**src/rtl/tpu_operand_feeder.sv**
```systemverilog
// APB-loaded operand sequencer feeding the 2x2 systolic core's input FIFOs.
// Optional completion interrupt is built in when TPU_FEEDER_IRQ_EN is defined.
module tpu_operand_feeder #(
  parameter logic [31:0] BASE_ADDR = 32'h100,
  parameter int          NUM_VEC   = 2,
  parameter int          TIMEOUT   = 64
) (
  input  logic        i_clk,
  input  logic        i_rstn,
  input  logic [31:0] i_paddr,
  input  logic        i_psel,
  input  logic        i_penable,
  input  logic        i_pwrite,
  input  logic [31:0] i_pwdata,
  output logic [31:0] o_prdata,
  output logic        o_pready,
  output logic [31:0] o_in1,
  output logic [31:0] o_in2,
  output logic        o_in1_en,
  output logic        o_in2_en,
  output logic        o_start,
  input  logic [1:0]  i_full,
  input  logic        i_done,
  output logic        o_busy,
  output logic        o_irq
);

  localparam int                CNT_W   = $clog2(TIMEOUT + 1);
  localparam logic [2:0]        LP_NV   = 3'(NUM_VEC);
  localparam logic [CNT_W-1:0]  LP_TMAX = CNT_W'(TIMEOUT - 1);

  typedef enum logic [1:0] {S_IDLE, S_PUSH, S_RUN, S_DONE} state_t;

  state_t            r_state, w_next;
  logic [31:0]       r_opa0 [4];
  logic [31:0]       r_opa1 [4];
  logic [2:0]        r_idx;
  logic [CNT_W-1:0]  r_cnt;
  logic              r_en;
  logic [31:0]       r_in1, r_in2;
  logic              r_start;
  logic              r_done, r_err;

  logic              w_acc, w_wr, w_rd;
  logic [31:0]       w_off, w_opa_off;
  logic              w_opa_hit, w_j, w_opa_wr;
  logic [1:0]        w_k;
  logic              w_ctrl_wr, w_go, w_clr;
  logic              w_push, w_done_set, w_err_set;
  logic              w_done_nxt, w_err_nxt;
  logic              w_ien;
  logic [31:0]       w_status;

  assign w_acc     = i_psel & i_penable;
  assign w_wr      = w_acc & i_pwrite;
  assign w_rd      = w_acc & ~i_pwrite;
  assign w_off     = i_paddr - BASE_ADDR;
  assign w_opa_off = w_off - 32'h10;
  assign w_opa_hit = (w_off >= 32'h10) && (w_opa_off < 32'(8 * NUM_VEC)) &&
                     (w_off[1:0] == 2'b00);
  assign w_k       = w_opa_off[4:3];
  assign w_j       = w_opa_off[2];
  assign w_ctrl_wr = w_wr && (w_off == 32'h0);
  assign w_go      = w_ctrl_wr & i_pwdata[0];
  assign w_clr     = w_ctrl_wr & i_pwdata[1];
  // Staging registers are frozen for the whole run, including DONE_ST.
  assign w_opa_wr  = w_wr & w_opa_hit & (r_state == S_IDLE);

  // A set event in the same cycle as CLR_STATUS wins over the clear.
  assign w_done_nxt = w_done_set | (r_done & ~w_clr);
  assign w_err_nxt  = w_err_set  | (r_err  & ~w_clr);

  always_comb begin
    w_next     = r_state;
    w_push     = 1'b0;
    w_done_set = 1'b0;
    w_err_set  = 1'b0;
    case (r_state)
      S_IDLE: if (w_go) w_next = S_PUSH;
      S_PUSH: begin
        if (r_idx == LP_NV) w_next = S_RUN;
        else if (i_full == 2'b00) w_push = 1'b1;
      end
      S_RUN: begin
        if (i_done) begin
          w_next = S_DONE;
        end else if (r_cnt == LP_TMAX) begin
          w_err_set = 1'b1;
          w_next    = S_IDLE;
        end
      end
      S_DONE: begin
        w_done_set = 1'b1;
        w_next     = S_IDLE;
      end
      default: w_next = S_IDLE;
    endcase
  end

  always_ff @(posedge i_clk or negedge i_rstn) begin
    if (!i_rstn) begin
      r_state <= S_IDLE;
      r_idx   <= '0;
      r_cnt   <= '0;
      r_en    <= 1'b0;
      r_in1   <= '0;
      r_in2   <= '0;
      r_start <= 1'b0;
      r_done  <= 1'b0;
      r_err   <= 1'b0;
    end else begin
      r_state <= w_next;
      if (r_state == S_IDLE) r_idx <= '0;
      else if (w_push) r_idx <= r_idx + 3'd1;
      r_cnt   <= (r_state == S_RUN) ? r_cnt + 1'b1 : '0;
      r_en    <= w_push;
      r_in1   <= w_push ? r_opa0[r_idx[1:0]] : '0;
      r_in2   <= w_push ? r_opa1[r_idx[1:0]] : '0;
      r_start <= (w_next == S_RUN);
      r_done  <= w_done_nxt;
      r_err   <= w_err_nxt;
    end
  end

  always_ff @(posedge i_clk or negedge i_rstn) begin
    if (!i_rstn) begin
      for (int i = 0; i < 4; i++) begin
        r_opa0[i] <= '0;
        r_opa1[i] <= '0;
      end
    end else if (w_opa_wr) begin
      if (w_j) r_opa1[w_k] <= i_pwdata;
      else     r_opa0[w_k] <= i_pwdata;
    end
  end

`ifdef TPU_FEEDER_IRQ_EN
  logic r_irq_en, r_irq;
  logic w_ien_nxt;
  assign w_ien_nxt = w_ctrl_wr ? i_pwdata[2] : r_irq_en;

  always_ff @(posedge i_clk or negedge i_rstn) begin
    if (!i_rstn) begin
      r_irq_en <= 1'b0;
      r_irq    <= 1'b0;
    end else begin
      r_irq_en <= w_ien_nxt;
      r_irq    <= w_ien_nxt & (w_done_nxt | w_err_nxt);
    end
  end
  assign w_ien = r_irq_en;
  assign o_irq = r_irq;
`else
  assign w_ien = 1'b0;
  assign o_irq = 1'b0;
`endif

  assign w_status = {28'd0, w_ien, r_err, r_done, o_busy};

  always_comb begin
    o_prdata = '0;
    if (w_rd) begin
      if (w_off == 32'h4) o_prdata = w_status;
      else if (w_opa_hit) o_prdata = w_j ? r_opa1[w_k] : r_opa0[w_k];
    end
  end

  assign o_pready = 1'b1;
  assign o_busy   = (r_state != S_IDLE);
  assign o_start  = r_start;
  assign o_in1_en = r_en;
  assign o_in2_en = r_en;
  assign o_in1    = r_in1;
  assign o_in2    = r_in2;

endmodule

```
**config.mk**
```make
export PLATFORM = sky130hd
export DESIGN_NAME = tpu_operand_feeder
export DESIGN_NICKNAME = d
export VERILOG_FILES = /design/src/rtl/tpu_operand_feeder.sv
export SDC_FILE = /design/constraint.sdc
export NUM_CORES = 1
export LEC_CHECK = 0
export ABC_AREA = 1
export BUFFER_PORTS_ARGS = -buffer_cell sky130_fd_sc_hd__buf_4
export CORE_MARGIN = 5
export CORE_UTILIZATION = 60
export DETAILED_ROUTE_END_ITERATION = 16
export PLACE_DENSITY = 0.89
export RECOVER_POWER = 50
export SYNTH_ARGS = -nofsm -noshare
export SYNTH_HDL_FRONTEND = slang
export SYNTH_SLANG_ARGS = --single-unit
```
**constraint.sdc**
```tcl
create_clock -name i_clk -period 3.4 [get_ports i_clk]
set_input_delay 0.34 -clock i_clk [delete_from_list [all_inputs] [get_ports i_clk]]
set_output_delay 0.34 -clock i_clk [all_outputs]
set_load 0.005 [all_outputs]
```
== After elaboration in Yosys (flattened, before gate mapping) ==
Index checks and enable logic that the tools add are counted.

* Bits in registers: 336
* Output and inout bits: 102

* Bitwise logic cells: 16
* Mux-type cells: 37
* Order comparisons: 5
* Equal/unequal tests: 7
* Add/subtract/negate cells: 4
* Reduce and logical (&&, ||, !) cells: 12

{| class="wikitable"
|+ Operators by type and width
! cell !! count
|-
| $mux W32 || 15
|-
| $bmux W32 S2 || 4
|-
| $bwmux W128 || 2
|-
| $demux W32 S2 || 1
|-
| $eq A32 B3 Y1 const B || 1
|-
| $ge A32 B5 Y1 const B || 1
|-
| $logic_not A32 Y1 || 1
|-
| $lt A32 B5 Y1 const B || 1
|-
| $sub A32 B5 Y32 const B || 1
|-
| $sub A32 B9 Y32 const B || 1
|-
| $and A1 B1 Y1 || 9
|-
| $mux W2 || 4
|-
| $pmux W2 S4 || 1
|-
| $add A7 B1 Y7 const B || 1
|-
| $eq A7 B6 Y1 const B || 1
|-
| $mux W1 || 7
|-
| $mux W7 || 1
|-
| $eq A2 B2 Y1 const B || 3
|-
| $ge A3 B3 Y1 const B || 2
|-
| $logic_not A2 Y1 || 3
|-
| $mux W3 || 2
|-
| $not A2 Y3 || 2
|-
| $logic_and A1 B1 Y1 || 4
|-
| $reduce_and A2 Y1 || 2
|-
| 7 further kinds || 11
|}

== Longest topological paths before layout ==
Gate-level depths: netlist of run 1.

* Word-level depth: 10
* Mapped depth: 22

== Worst setup path after synthesis of run 1 ==
No wires, ideal clock.

* Kind: input-to-output
* From: input i_paddr[8]
* To: output o_prdata[24]
* Cell stages on the path: 20
* Arrival time: 2700 ps
* Setup slack: 360 ps
* Cell sequence: inv_1 ha_1 buf_2 inv_1 nand2_1 nand3_1 nor2_1 nand3_1 nor2_1 nand3_1 nor2_1 nand3_1 nand2_1 nand2_1 nor2_4 inv_2 nor2_8 nand3_4 buf_6 nor2_2

* Cells in the longest elaborated chain, start to end: 8
* Elaborated cells between the ends (all ways): 10
* Classes of those cells: add/sub: 2; order compare: 2; eq/ne: 1; mux: 3; reduce/logical: 2

{| class="wikitable"
|+ RTL lines
! what !! RTL line !! text
|-
| start, declared || 10 || <nowiki>input logic [31:0] i_paddr,</nowiki>
|-
| $sub A32 B9 Y32 * || 57 || <nowiki>assign w_off = i_paddr - BASE_ADDR;</nowiki>
|-
| $sub A32 B5 Y32 || 58 || <nowiki>assign w_opa_off = w_off - 32'h10;</nowiki>
|-
| $lt A32 B5 Y1 || 59 || <nowiki>assign w_opa_hit = (w_off >= 32'h10) && (w_opa_off < 32'(8 * NUM_VEC)) &&</nowiki>
|-
| $logic_and A1 B1 Y1 (2 in series) || 59 ||
|-
| $mux W32 || 164 || <nowiki>else if (w_opa_hit) o_prdata = w_j ? r_opa1[w_k] : r_opa0[w_k];</nowiki>
|-
| $mux W32 * || 163 || <nowiki>if (w_off == 32'h4) o_prdata = w_status;</nowiki>
|-
| $mux W32 * || 162 || <nowiki>if (w_rd) begin</nowiki>
|-
| end, declared || 15 || <nowiki>output logic [31:0] o_prdata,</nowiki>
|}

Mark *: on every way between the ends. The rest lies on a longest branch, timed or not.

== Final worst setup path of run 1 ==
* From: input i_paddr[8]
* To: output o_prdata[16]

The elaborated chain is that of the path after synthesis.

==> metrics.csv, run 1 <==
stage;metric;value;unit
outcome;status;finished clean;
setup_path;crit_path_start_kind;input pin;
synth;yosys.cell_types.count;43;
cts;clk_pin_slew;0.07;ns
setup_path;cp_data_required_time;3.06;ns
layout;antennaDiodeCount;0;
place;io_buffers;171;
cts;cts_tree;done;
sta;final-hold-violation-count;0;
synth;syn_nets;2227;
setup_path;worstSetupEndpointType;output port;
global_route;grt_pass1_wl;80700;microns
drt;drt_pass1_iterations;8;
drt;vias_per_cell;6.25;
sta;setup_viol;0;
layout;fillers;2138;
place;dp_hpwl;30900;microns
global_route;grt-ovfl-total;0;
sta;relSlewSlack;7.65;%
synth;ys_seq_area_share;48.8;%
sta;period_needed;3.36;ns
layout;finish.instance_area;0.0199;sq mm
power;leakagePower;9.36;nW
setup_path;worst-setup-path-type;in -> out;
synth;postSynthCellCount;2150;
cts;clock_sinks;336;
floorplan;num_rows;62;
sta;hold-worst-slack;0.00776;ns
global_route;met2_usage;47.7;%
sta;finalCritPeriodShare;98.9;%
power;power_density;435;mW/mm^2
drt;wl_per_cell;20.1;microns
setup_path;cp.arrival;3.02;ns
cts;root_buffer;clkbuf_16;
global_route;grt.total_usage;29.8;%
setup_path;path_delay_family;simple AND/OR/NAND/NOR gates;
place;gp_congestion;0.878;
drt;final_antenna_net_count;0;
global_route;top_usage_layer;met2;
cts;numCtsBuffers;35;
floorplan;coreArea;0.0285;sq mm
floorplan;die_x;179;microns
floorplan;ios;174;
run;maxCapViolations;0;
sta;fmax;0.298;GHz
drt;vias;16000;
global_route;grt_antenna_before_repair;2;
floorplan;dieArea;0.0322;sq mm
setup_path;worst_path_largest_cell_delay;0.24;ns
synth;ys_ff_latch;336;
floorplan;start_util;60.3;%
global_route;use_met3;5.34;%
synth;synth_area;0.0172;sq mm
global_route;grt_use_met1;40.5;%
setup_path;cp_num_buf_inv;5;
setup_path;path_max_fanout;9;
layout;finalNetCount;2230;
sta;skew;0.0190;ns
layout;syn_to_final_growth;15.7;%
hold_path;min_path_type;in -> reg;
synth;avgSynthCellArea;8.01;sq um
synth;ys_warn_count;0;
cts;clock_latency;0.54;ns
global_route;grt_pass1_vias;15400;
cts;clockBufferDepth;3;
floorplan;fp.dieH;179;microns
power;ir_worst_vdd;0.406;mV
drt;drt_iter0_markers;1972;
setup_path;path_cells;buf_6 -> inv_4 -> ha_4 -> inv_1 -> nand2_1 -> nand2_1 -> nand3_2 -> nor2_4 -> nand3_2 -> nor2_4 -> nand2_4 -> nand2_2 -> nand2_2 -> nor2_2 -> nand2_1 -> nor2_2 -> nand3_2 -> nor2_8 -> nand3_4 -> clkbuf_16 -> nor2_4 -> buf_6;
global_route;grt_max_degree;104;
drt;drc;0;
place;dpl_cell_area;0.0183;sq mm
layout;layout-drive-gt1-share;18.9;%
cts;htree_num_levels;2;
drt;wl;51500;microns
setup_path;slowest_stage;clkbuf_16;
sta;maxSlewViolCount;0;
layout;fin_util;69.8;%
sta;worst_pin_slew;1.39;ns
[state kept, by name (all words and copies together) (netlist names)]
| signal | count |
|---|---|
| o_in1_en | 1 |
| r_opa1 | 128 |
| o_in1 | 32 |
| r_err | 1 |
| r_idx | 3 |
| r_done | 1 |
| r_cnt | 7 |
| o_in2 | 32 |
| o_start | 1 |
| r_state | 2 |
| r_opa0 | 128 |
[cell type report]
cell class                 count  area [sq um]  area share [%]
inverter                     126           479            2.40
sequential                   336          8410            42.2
tap                          384           480            2.41
clock buffer                  45           963            4.83
clock inverter                16           238            1.19
multi-input combinational   1417          7440            37.3
timing repair buffer         237          1920            9.62
[synthesized netlist by cell type]
library cell,count,share of area (%)
nand2_2,11,0.40
a21boi_0,1,0.044
o21ai_0,181,5.3
nor4_1,7,0.25
o21ai_1,1,0.029
nand2b_1,1,0.036
inv_2,11,0.24
nand3_1,55,1.6
buf_4,4,0.17
nand2_1,494,11
nand4_1,139,5.0
inv_1,111,2.4
o21a_1,1,0.044
nor3_1,16,0.46
xor2_1,1,0.051
a21oi_1,80,2.3
nand3_4,1,0.10
a211oi_1,1,0.044
buf_6,27,1.8
nand3_2,5,0.29
a221oi_1,11,0.56
clkinv_1,4,0.087
o2111ai_1,1,0.051
xnor2_1,1,0.051
o22ai_1,105,3.8
clkbuf_1,231,5.0
nor2_1,183,4.0
nor2_4,15,0.98
buf_1,7,0.15
nand4_4,4,0.49
a22oi_1,10,0.44
a311oi_1,1,0.051
nor2_8,1,0.12
nor2_2,16,0.58
nand2_4,2,0.13
a41oi_1,6,0.31
ha_1,5,0.36
nand3b_1,6,0.26
and3_1,2,0.073
dfrtp_1,336,49
conb_1,2,0.044
o21bai_1,51,2.2
buf_2,2,0.058
[final timing paths]
path                                 start            to  slack [ns]  cells after the start
worst min register to register   r_opa0[0]     r_opa0[0]        0.38                      0
max in group asynchronous           i_rstn   r_opa1[115]        1.05                      3
worst min-delay path             i_full[1]      o_in1_en       0.008                      2
min in group asynchronous           i_rstn     r_opa0[8]        0.44                      2
worst max-delay path            i_paddr[8]  o_prdata[16]        0.04                     22
worst max register to register    r_idx[0]     o_in2[23]        0.68                      5
[through the flow]
stage                     setup WS (ns)  power (W)  TNS, ns  std cells
after global placement           -0.191    0.00467    -1.80       2486
after detailed placement         -0.242    0.00468    -1.46       2486
after CTS                       0.00732    0.00865        0       2550
after global routing             -0.113    0.00892    -1.52       2561
after floorplan                   0.360    0.00437        0       2150
final                            0.0389    0.00867        0       2561
[metal layers]
metal | vias to the layer above | share of wire (%)
met5 | - | 0.049
met4 | 4 | 3.9
met3 | 193 | 9.7
met2 | 1059 | 47
met1 | 7603 | 39
li1 | 7136 | -
[power breakdown]
group / internal [W] / total [W] / leakage (nW) / switching [W]
combinational: 0.000193 / 0.000665 / 4.09 / 0.000472
sequential: 0.00400 / 0.00400 / 4.69 / 0.00000000000124
clock: 0.00234 / 0.00400 / 0.579 / 0.00166
[kinds of logic after synthesis]
logic type      share of synthesized area [%]
simple gates                             25.6
compound gates                           15.2
buf+inv                                  9.93
flops                                    48.8
fa+ha+maj                               0.363
xor+xnor                                0.102
other cells                            0.0436
[cells in the final DEF (no fill, tap or decap), drive strengths merged, types with 80 or more instances in the layout]
cell type,count
dfrtp,336
nand2,507
nor2,215
o21ai,182
nand4,143
inv,125
clkbuf,115
buf,166
o22ai,105
a21oi,80
[timing repair]
action / CTS / global route
gates cloned: 0 / 3
gates resized for setup: 4 / 90
hold endpoints to repair: 97 / 0
setup buffers: 2 / 8
hold buffers: 1 / 0
pin swaps: 1 / 23
setup endpoints to repair: 15 / 32
Note: power is estimated with default switching activity, not from simulation.
==> run 2, diff against run 1 <==
ABC_AREA = unset   (was 1)
CORE_UTILIZATION = 59   (was 60)
PLACE_DENSITY = 0.88   (was 0.89)
RECOVER_POWER = 100   (was 50)
==> run 2 against run 1 <==
The run now ends with max-capacitance violations, max-slew violations, negative setup slack left. Non-clock buffer count rose by 77. Cell count fell by 33%. Register-to-register slack got worse by 0.53 ns. Largest cell class unchanged. Synthesized area fell by 3.9%. Worst setup slack got worse by 0.33 ns. Synthesized cell count fell by 45%. Largest power group is now clock. Sequential cell count did not move. Highest routed layer is now met4.
==> metrics.csv, run 2 <==
stage;metric;value;unit
outcome;status;finished with violations;
outcome;violations;max-capacitance violations, max-slew violations, negative setup slack;
power;p_switching;0.00209;W
layout;reg.largest.list;r_opa0 (128), r_opa1 (128);
drt;drc;0;
drt;drt_pass1_iterations;6;
setup_path;cp_data_required_time;3.06;ns
cts;htree_num_levels;2;
layout;final_common_cell;dfrtp_1;
drt;wl;45100;microns
floorplan;die_x;178;microns
power;leakagePower;9.91;nW
cts;root_buffer;clkbuf_16;
setup_path;worstSetupEndpointType;output port;
hold_path;min_path_cells;2;
power;p_int;0.00680;W
global_route;grt_pass1_vias;12000;
power;comb_power_share;7.6;%
drt;drt_iter0_markers;1111;
drt;vias;11100;
synth;syn_nets;1249;
cts;numCtsBuffers;35;
sta;fmax;0.271;GHz
setup_path;path_max_fanout;7;
global_route;grt_pass1_wl;68500;microns
power;p_sw_share;23.5;%
synth;ys_ff_latch;336;
synth;synth_area;0.0166;sq mm
floorplan;start_util;59.6;%
power;power_density;433;mW/mm^2
synth;synthArstFlopShare;100;%
layout;mostFrequentLayoutCells;dfrtp_1, buf_4, mux4_2, mux2_4, and3_1;
sta;finalCritPeriodShare;108;%
setup_path;crit_path_start_kind;input pin;
global_route;grt.total_usage;28.1;%
layout;fin_util;74.0;%
sta;worst_pin_slew;2.36;ns
floorplan;fp.dieH;178;microns
setup_path;r2r-start;r_idx[1];
synth;yosys.cell_types.count;67;
synth;synthTopCellsByArea;dfrtp_1, mux4_2, mux2_4;
cts;clock_latency;0.53;ns
place;gp_congestion;0.917;
synth;yosysTopAreaCell;dfrtp_1;
global_route;grt-ovfl-total;0;
sta;final-hold-violation-count;0;
sta;setup_viol;32;
place;io_buffers;171;
floorplan;dieArea;0.0315;sq mm
synth;yosys.cell_count.top_type;dfrtp_1;
synth;synthMuxAreaShare;30.3;%
global_route;grt_max_degree;93;
power;pwr-share-seq;45.3;%
setup_path;reg2regPathDepth;3;
place;place_ws;-0.503;ns
sta;hold-worst-slack;0.0605;ns
power;ir_worst_vdd;0.357;mV
sta;maxSlewViolCount;93;
drt;final_antenna_net_count;0;
hold_path;worstHoldEndpoint;r_opa1[104];
drt;vias_per_cell;6.43;
drt;wl_per_cell;26.2;microns
sta;rsz0062_at_grt;true;
run;maxCapViolations;1;
setup_path;worst-setup-path-type;in -> out;
setup_path;rrSetupSlack;0.15;ns
sta;setup_ws;-0.287;ns
synth;ys_warn_count;0;
synth;avgSynthCellArea;14.1;sq um
setup_path;cp.arrival;3.35;ns
synth;synth_compound_area_share;2.44;%
cts;cts_tree;done;
synth;synthFlopType;dfrtp_1;
cts;clockBufferDepth;3;
synth;yosys.area.top_type_share;50.8;%
synth;synth_top_family_by_area;multiplexers;
floorplan;num_rows;61;
power;total_power;0.00890;W
hold_path;min_from;i_pwdata[8];
global_route;grt_antenna_before_repair;1;
synth;synth-edff-count;0;
synth;ys_seq_area_share;50.8;%
layout;layout-drive-gt1-share;51.2;%
synth;postSynthCellCount;1172;
sta;skew;0.0244;ns
layout;finalNetCount;1395;
power;pwr-share-clk;47.2;%
floorplan;ios;174;
layout;syn_to_final_growth;24.2;%
place;dp_hpwl;26700;microns
setup_path;r2r_end;o_in1[29];
synth;yosys.area_share.xor_xnor;1.16;%
sta;period_needed;3.69;ns
cts;clk_pin_slew;0.06;ns
sta;fin_tns_setup;-6.68;ns
synth;synth-simple-area-share;9.46;%
synth;synth.top_cells.by_count;dfrtp_1, clkbuf_1, mux4_2;
hold_path;min_path_type;in -> reg;
floorplan;coreArea;0.0278;sq mm
synth;yosys.area_share.adder;0.378;%
cts;clock_sinks;336;
layout;fillers;1645;
sta;relSlewSlack;-57.3;%
[run 2: through the flow]
| stage | area (sq um) | instances |
|---|---|---|
| after global routing | 20600 | 1723 |
| after global placement | 18700 | 1640 |
| after detailed placement | 18700 | 1640 |
| after floorplan | 16600 | 1172 |
| after CTS | 20300 | 1712 |
| final | 20600 | 1723 |
[run 2: repair_timing]
action | CTS | global route
setup buffers | 9 | 8
pin swaps | 12 | 24
setup endpoints to repair | 32 | 32
cloned | 1 | 2
gates resized for setup | 60 | 37
endpoints found under the hold margin | 87 | 0
hold buffers | 1 | 0
[run 2: worst max-delay path by stage]
stage | start | end | slack [ns] | depth (start not counted)
2_1_floorplan | i_paddr[8] | r_opa1[100] | 0.004 | 12
3_3_place_gp | i_paddr[23] | o_prdata[26] | -0.37 | 13
3_5_place_dp | i_paddr[23] | o_prdata[26] | -0.50 | 13
4_1_cts | i_paddr[23] | o_prdata[12] | -0.15 | 13
5_1_grt | i_paddr[9] | o_prdata[31] | -0.38 | 19
6_report | i_paddr[23] | o_prdata[16] | -0.29 | 14
[run 2: area by class of cell]
type                       instances  area [sq um]  share of cell area (%)
clock buffer                      46           987                    4.80
antenna                            1          2.50                  0.0122
timing repair buffer             314          2620                    12.7
sequential                       336          8410                    40.9
inverter                          10          37.5                   0.183
clock inverter                    17           284                    1.38
tap                              378           473                    2.30
multi-input combinational        621          7750                    37.7
[run 2: per-layer routing]
metal,global-route usage (%),part of all wire (%)
met1,36.0,38
met2,47.8,52
met3,6.43,7.5
met4,9.80,3.0
met5,0,0
[run 2: logic make-up after synthesis]
family          count (synthesis)
flops                         336
mux                           291
simple gates                  246
buf+inv                       215
compound gates                 56
xor+xnor                       21
fa+ha+maj                       5
other cells                     2
[run 2: critical path, cell delays in order]
cell       delay, ns
buf_6           0.09
or4_4           0.54
or4b_4          0.51
o21ai_2         0.13
nor4b_4         0.27
nand2_2         0.13
nor4bb_4        0.29
buf_4           0.16
o31ai_4         0.07
buf_12          0.15
buf_12          0.13
clkbuf_16       0.17
nor3_2          0.22
buf_4           0.14
[run 2: power groups by stage]
| stage | Sequential (W) | Combinational (W) | Clock [W] |
|---|---|---|---|
| after global routing | 0.00403 | 0.000728 | 0.00441 |
| after detailed placement | 0.00410 | 0.000655 | 0 |
| final | 0.00403 | 0.000672 | 0.00420 |
| after global placement | 0.00410 | 0.000638 | 0 |
| after floorplan | 0.00409 | 0.000311 | 0 |
| after CTS | 0.00403 | 0.000675 | 0.00422 |
